===== config.mk =====
export PLATFORM = sky130hd
export DESIGN_NAME = trdb_sync_ctrl
export DESIGN_NICKNAME = d
export VERILOG_FILES = /design/src/rtl/trdb_pkg.sv /design/src/rtl/trdb_sat_counter.sv /design/src/rtl/trdb_sync_ctrl.sv
export SDC_FILE = /design/constraint.sdc
export NUM_CORES = 1
export LEC_CHECK = 0
export CAP_MARGIN = 20
export CORE_MARGIN = 2
export CORE_UTILIZATION = 40
export CTS_CLUSTER_SIZE = 8
export DETAILED_ROUTE_END_ITERATION = 16
export PLACE_DENSITY_LB_ADDON = 0.1
export SLEW_MARGIN = 20
export SYNTH_ARGS = -nofsm -noshare
export SYNTH_HDL_FRONTEND = slang
export SYNTH_SLANG_ARGS = --single-unit

===== constraint.sdc =====
create_clock -name clk_i -period 1.43 [get_ports clk_i]
set_input_delay 0.143 -clock clk_i [delete_from_list [all_inputs] [get_ports clk_i]]
set_output_delay 0.143 -clock clk_i [all_outputs]
set_load 0.01 [all_outputs]

===== src/rtl/trdb_pkg.sv =====
// Shared constants and types for the trace-encoder sync path.
package trdb_pkg;

   // Packet format codes understood by the packet emitter.
   localparam logic [1:0] F_BRANCH_FULL = 2'b01;
   localparam logic [1:0] F_SYNC        = 2'b11;

   // Format-3 subformat for a start/resync packet.
   localparam logic [1:0] SF_START      = 2'b00;

   // Sync controller sequencing states.
   typedef enum logic [1:0] {
      ST_IDLE      = 2'd0,
      ST_WAIT_QUAL = 2'd1,
      ST_FLUSH     = 2'd2,
      ST_SYNC      = 2'd3
   } trdb_sync_state_e;

endpackage


===== src/rtl/trdb_sat_counter.sv =====
// Saturating up-counter with synchronous clear. Clear wins over enable;
// once the count reaches MAX it holds there until cleared.
module trdb_sat_counter #(
   parameter int unsigned MAX   = 1024,
   parameter int unsigned WIDTH = $clog2(MAX + 1)
) (
   input  logic             clk_i,
   input  logic             rst_i,
   input  logic             clr_i,
   input  logic             en_i,
   output logic [WIDTH-1:0] count_o
);

   localparam logic [WIDTH-1:0] MAX_VAL = WIDTH'(MAX);

   logic [WIDTH-1:0] count_q;
   logic [WIDTH-1:0] count_d;

   // Next count: clear, else increment until saturated.
   always_comb begin
      count_d = count_q;
      if (clr_i) begin
         count_d = '0;
      end else if (en_i && (count_q != MAX_VAL)) begin
         count_d = count_q + 1'b1;
      end
   end

   // Count register.
   always_ff @(posedge clk_i) begin
      if (rst_i) begin
         count_q <= '0;
      end else begin
         count_q <= count_d;
      end
   end

   assign count_o = count_q;

endmodule


===== src/rtl/trdb_sync_ctrl.sv =====
// Sync-packet controller: turns a trace-enable rising edge or the resync
// counter's max level into an optional branch-map flush packet followed by
// a format-3 start sync packet, then pulses resync_rst_o to restart counting.
//
// Handshake: pkt_valid_o and pkt_format_o/pkt_subformat_o are registered from
// the next state and only change when the FSM leaves FLUSH or SYNC, which it
// does only on a cycle where pkt_ready_i is sampled high with pkt_valid_o
// high; a transfer is exactly one such cycle. Only rst_i may drop a request
// early.
module trdb_sync_ctrl
   import trdb_pkg::*;
#(
   parameter int unsigned MAX_WAIT = 1024
) (
   input  logic       clk_i,
   input  logic       rst_i,
   input  logic       trace_enabled_i,
   input  logic       resync_max_i,
   input  logic       inst_qualified_i,
   input  logic       branch_map_empty_i,
   input  logic       pkt_ready_i,
   output logic       pkt_valid_o,
   output logic [1:0] pkt_format_o,
   output logic [1:0] pkt_subformat_o,
   output logic       resync_rst_o,
   output logic       resync_pending_o,
   output logic       resync_overdue_o
);

   localparam int unsigned CNT_W = $clog2(MAX_WAIT + 1);
   localparam logic [1:0] SF_NONE = 2'b00;

   trdb_sync_state_e state_q, state_d;

   logic       trace_en_dly_q, trace_en_dly_d;
   logic       start_flag_q, start_flag_d;
   logic       pkt_valid_q, pkt_valid_d;
   logic [1:0] pkt_format_q, pkt_format_d;
   logic [1:0] pkt_subformat_q, pkt_subformat_d;
   logic       resync_rst_q, resync_rst_d;
   logic       resync_pending_q, resync_pending_d;

   logic             trace_rise;
   logic             sync_done;
   logic             cnt_en;
   logic             cnt_clr;
   logic [CNT_W-1:0] overdue_cnt;

   assign trace_rise = trace_enabled_i & ~trace_en_dly_q;
   assign sync_done  = (state_q == ST_SYNC) & pkt_ready_i;

   // Sequencing: wait for a trigger, then a qualified instruction, then
   // emit flush (if branches are outstanding) and sync packets.
   always_comb begin
      state_d = state_q;
      case (state_q)
         ST_IDLE: begin
            if (trace_enabled_i && (start_flag_q || trace_rise || resync_max_i)) begin
               state_d = ST_WAIT_QUAL;
            end
         end
         ST_WAIT_QUAL: begin
            // A disabled tracer has nothing to qualify; the trigger is
            // re-evaluated once tracing comes back.
            if (!trace_enabled_i) begin
               state_d = ST_IDLE;
            end else if (inst_qualified_i) begin
               state_d = branch_map_empty_i ? ST_SYNC : ST_FLUSH;
            end
         end
         ST_FLUSH: begin
            if (pkt_ready_i) begin
               state_d = ST_SYNC;
            end
         end
         ST_SYNC: begin
            if (pkt_ready_i) begin
               state_d = ST_IDLE;
            end
         end
         default: state_d = ST_IDLE;
      endcase
   end

   // Start flag remembers an enable edge until a sync is delivered; a fresh
   // edge in the delivery cycle takes priority so it is not lost.
   always_comb begin
      trace_en_dly_d = trace_enabled_i;
      start_flag_d   = start_flag_q;
      if (trace_rise) begin
         start_flag_d = 1'b1;
      end else if (sync_done) begin
         start_flag_d = 1'b0;
      end
   end

   // Output decode from the next state so every output is a flop.
   always_comb begin
      pkt_valid_d      = 1'b0;
      pkt_format_d     = 2'b00;
      pkt_subformat_d  = 2'b00;
      resync_pending_d = (state_d != ST_IDLE);
      resync_rst_d     = sync_done;
      case (state_d)
         ST_FLUSH: begin
            pkt_valid_d     = 1'b1;
            pkt_format_d    = F_BRANCH_FULL;
            pkt_subformat_d = SF_NONE;
         end
         ST_SYNC: begin
            pkt_valid_d     = 1'b1;
            pkt_format_d    = F_SYNC;
            pkt_subformat_d = SF_START;
         end
         default: ;
      endcase
   end

   // Overdue timer counts unqualified cycles spent waiting; leaving the
   // wait state by any route clears it.
   always_comb begin
      cnt_en  = (state_q == ST_WAIT_QUAL) && !inst_qualified_i;
      cnt_clr = (state_q == ST_WAIT_QUAL) && (state_d != ST_WAIT_QUAL);
   end

   trdb_sat_counter #(
      .MAX   (MAX_WAIT),
      .WIDTH (CNT_W)
   ) u_overdue_cnt (
      .clk_i   (clk_i),
      .rst_i   (rst_i),
      .clr_i   (cnt_clr),
      .en_i    (cnt_en),
      .count_o (overdue_cnt)
   );

   // State and output registers.
   always_ff @(posedge clk_i) begin
      if (rst_i) begin
         state_q          <= ST_IDLE;
         trace_en_dly_q   <= 1'b0;
         start_flag_q     <= 1'b0;
         pkt_valid_q      <= 1'b0;
         pkt_format_q     <= 2'b00;
         pkt_subformat_q  <= 2'b00;
         resync_rst_q     <= 1'b0;
         resync_pending_q <= 1'b0;
      end else begin
         state_q          <= state_d;
         trace_en_dly_q   <= trace_en_dly_d;
         start_flag_q     <= start_flag_d;
         pkt_valid_q      <= pkt_valid_d;
         pkt_format_q     <= pkt_format_d;
         pkt_subformat_q  <= pkt_subformat_d;
         resync_rst_q     <= resync_rst_d;
         resync_pending_q <= resync_pending_d;
      end
   end

   assign pkt_valid_o      = pkt_valid_q;
   assign pkt_format_o     = pkt_format_q;
   assign pkt_subformat_o  = pkt_subformat_q;
   assign resync_rst_o     = resync_rst_q;
   assign resync_pending_o = resync_pending_q;
   assign resync_overdue_o = (overdue_cnt == CNT_W'(MAX_WAIT));

endmodule


==> flow_metrics.env <==
export IMPL_grt_util_all_layers_pct=18.38
export IMPL_final_cells=166
export IMPL_cp_start_kind="flip-flop"
export IMPL_grt_antenna_before_repair=0
export IMPL_syn_area_um2=930.9
export IMPL_worstPathCellList="nor4_4, and4_1, buf_2"
export IMPL_grt_pass1_wl_um=3705
export IMPL_nNetsFinal=148
export IMPL_max_cap_viol_count=0
export IMPL_worstSkewPairLatency_ns=0.30
export IMPL_ys_ff_latch=19
export IMPL_cts_tree="yes"
export IMPL_synth_ff_type="dfxtp_1"
export IMPL_setup_viol=3
export IMPL_slew_viol_final=0
export IMPL_wl_per_cell_um=12.82
export IMPL_dieArea_um2=2729
export IMPL_worstSetupPathType="reg2out"
export IMPL_drc=0
export IMPL_violations="negative setup slack"
export IMPL_clock_skew_ns=0.005652
export IMPL_avgSynthCellArea_um2=9.038
export IMPL_final_cell_mix="buf_4 (23), nand2_1 (12), clkdlybuf4s50_1 (10)"
export IMPL_cts_reportedPaths_clkPinSlew_ns=0.12
export IMPL_ir_drop_uv=526.8
export IMPL_multi_input_area_um2=576.8
export IMPL_nFillCells=190
export IMPL_cp_max_fo=2
export IMPL_tritoncts_num_buffers=3
export IMPL_diodes=0
export IMPL_vias=841
export IMPL_die_w_um=52.24
export IMPL_gp_congestion=0.8181
export IMPL_overflow=0
export IMPL_cts_buffer_depth=2
export IMPL_drtAntennaViolNets=0
export IMPL_async_flop_share_pct=0
export IMPL_die_y_um=52.24
export IMPL_first_iter_violations=7
export IMPL_area_growth_syn_to_layout_pct=46.10
export IMPL_hold_violations=0
export IMPL_cp_required_ns=1.29
export IMPL_portBuffers=12
export IMPL_drive_above_1_share_pct=40.58
export IMPL_mostFrequentLayoutCell="buf_4"
export IMPL_cpPeakStageDelay_ns=0.36
export IMPL_p_leak_nw=0.5358
export IMPL_crit_buf_inv=1
export IMPL_synth_edf_count=0
export IMPL_regArea_um2=400.4
export IMPL_fin_hold_ws_ns=0.4060
export IMPL_timing_final_crit_share_pct=107.3
export IMPL_htreeDepth=1
export IMPL_yosysSeqAreaShare_pct=40.86
export IMPL_syn_instance_count=103
export IMPL_finalCriticalPeriod_ns=1.535
export IMPL_firstDrtPassIters=4
export IMPL_ys_types=36
export IMPL_yosysWarnings=0
export IMPL_cts_hold_buf=0
export IMPL_initial_core_util_pct=42.08
export IMPL_rsz0062_at_grt="true"
export IMPL_cp_end_kind="primary output"
export IMPL_power_density_nw_per_um2=725.9
export IMPL_critPathSlowestCell="dfxtp_2"
export IMPL_dp_hpwl_um=1470
export IMPL_numClockSinks=19
export IMPL_routed_wl_um=2128
export IMPL_vias_per_cell=5.066
export IMPL_arrival_ns=1.39
export IMPL_hold_path_class="in2reg"
export IMPL_num_io_pins=15
export IMPL_cpLargestDelayFamily="simple AND/OR/NAND/NOR gates"
export IMPL_fmax_ghz=0.6515
export IMPL_grt_start_max_net_pins=12
export IMPL_dpl_cell_count=159
export IMPL_grt_pass1_vias=829
export IMPL_core_um2=2212
export IMPL_status="finished with violations"
export IMPL_root_buffer="clkbuf_4"
export IMPL_std_cell_rows=17
export IMPL_fin_ws_ns=-0.1049
## routing by layer
metal,part of all wire [%],track usage [%]
met5,0,0
met3,2.3,2.571
met4,0.80,7.692
met1,47,24.87
met2,50,29.32
## final timing paths
check	slack (ns)	cells past startpoint	endpoint	startpoint
setup / recovery	-0.10	3	resync_overdue_o	u_overdue_cnt.count_o[3]$_SDFFE_PP0P_
hold / removal	0.41	3	state_q[1]$_SDFF_PP0_	inst_qualified_i
setup reg to reg	-0.05	7	u_overdue_cnt.count_o[0]$_SDFFE_PP0P_	u_overdue_cnt.count_o[3]$_SDFFE_PP0P_
hold reg to reg	0.49	2	start_flag_q$_SDFFE_PP0P_	start_flag_q$_SDFFE_PP0P_
## what timing repair did
action / CTS / global route
buffers inserted: 1 / 3
setup endpoints to repair: 5 / 9
resized for setup: 17 / 20
pin swaps: 4 / 5
## stage by stage
stage	power (W)	util [%]	cell area, um^2	worst slack (ns)	setup TNS, ns
2_1_floorplan	0.0006454	-	934.6	0.01010	0
3_3_place_gp	0.0007003	54.02	1195	-0.2926	-2.138
3_5_place_dp	0.0007016	54.02	1195	-0.3164	-2.458
4_1_cts	0.0009810	57.52	1272	-0.09788	-0.09788
5_1_grt	0.001029	61.48	1360	-0.1720	-0.4758
6_report	0.0009873	61.48	1360	-0.1049	-0.1943
## layout make-up
| cell class | count | share of cell area, % |
|---|---|---|
| multi-input combinational | 75 | 42.41 |
| sequential | 19 | 29.44 |
| timing repair buffer | 37 | 22.72 |
| tap | 28 | 2.576 |
| clock buffer | 3 | 1.656 |
| inverter | 3 | 0.8280 |
| clock inverter | 1 | 0.3680 |
## Yosys cell counts, types with 3 or more instances
cell type  number  share of area, %
a21oi_1         5               2.7
buf_4           3               2.4
buf_6           3               3.6
dfxtp_1        19                41
inv_1           3               1.2
nand2_1        12               4.8
nand3_1         7               3.8
nor2_1          8               3.2
o211ai_1        3               2.4
or4_1           3               2.4
xor2_1          4               3.8
## worst min-delay path, stage by stage
cell           delay [ns]
dlygate4sd2_1        0.30
nand4b_1             0.16
a21oi_1              0.08
## flip-flops by register name (all words and copies together) (netlist names)
name and flops:
u_overdue_cnt.count_o 11, pkt_format_o 2, state_q 2, resync_pending_o 1
resync_rst_o 1, start_flag_q 1, trace_en_dly_q 1
## power breakdown
group / leakage (nW) / total [W] / switching, W / internal [W]
sequential: 0.160 / 0.000553 / 0.0000113 / 0.000541
clock: 0.0177 / 0.000282 / 0.000177 / 0.000104
combinational: 0.358 / 0.000153 / 0.0000672 / 0.0000858
total: 0.536 / 0.000987 / 0.000256 / 0.000731
## kinds of logic (layout without fill, tap and decap cells)
| kind of cell | after synthesis | count (layout) | synth area share (%) |
|---|---|---|---|
| other | 1 | 2 | 0.4028 |
| xor gates and xnor gates | 6 | 6 | 5.645 |
| AOI/OAI and AO/OA | 13 | 13 | 9.141 |
| DFF | 19 | 19 | 40.86 |
| and+or+nand+nor | 52 | 52 | 33.60 |
| buffers and inverters | 10 | 44 | 7.660 |
| adders and majority gates | 2 | 2 | 2.688 |
(Power assumes the default switching activity.)
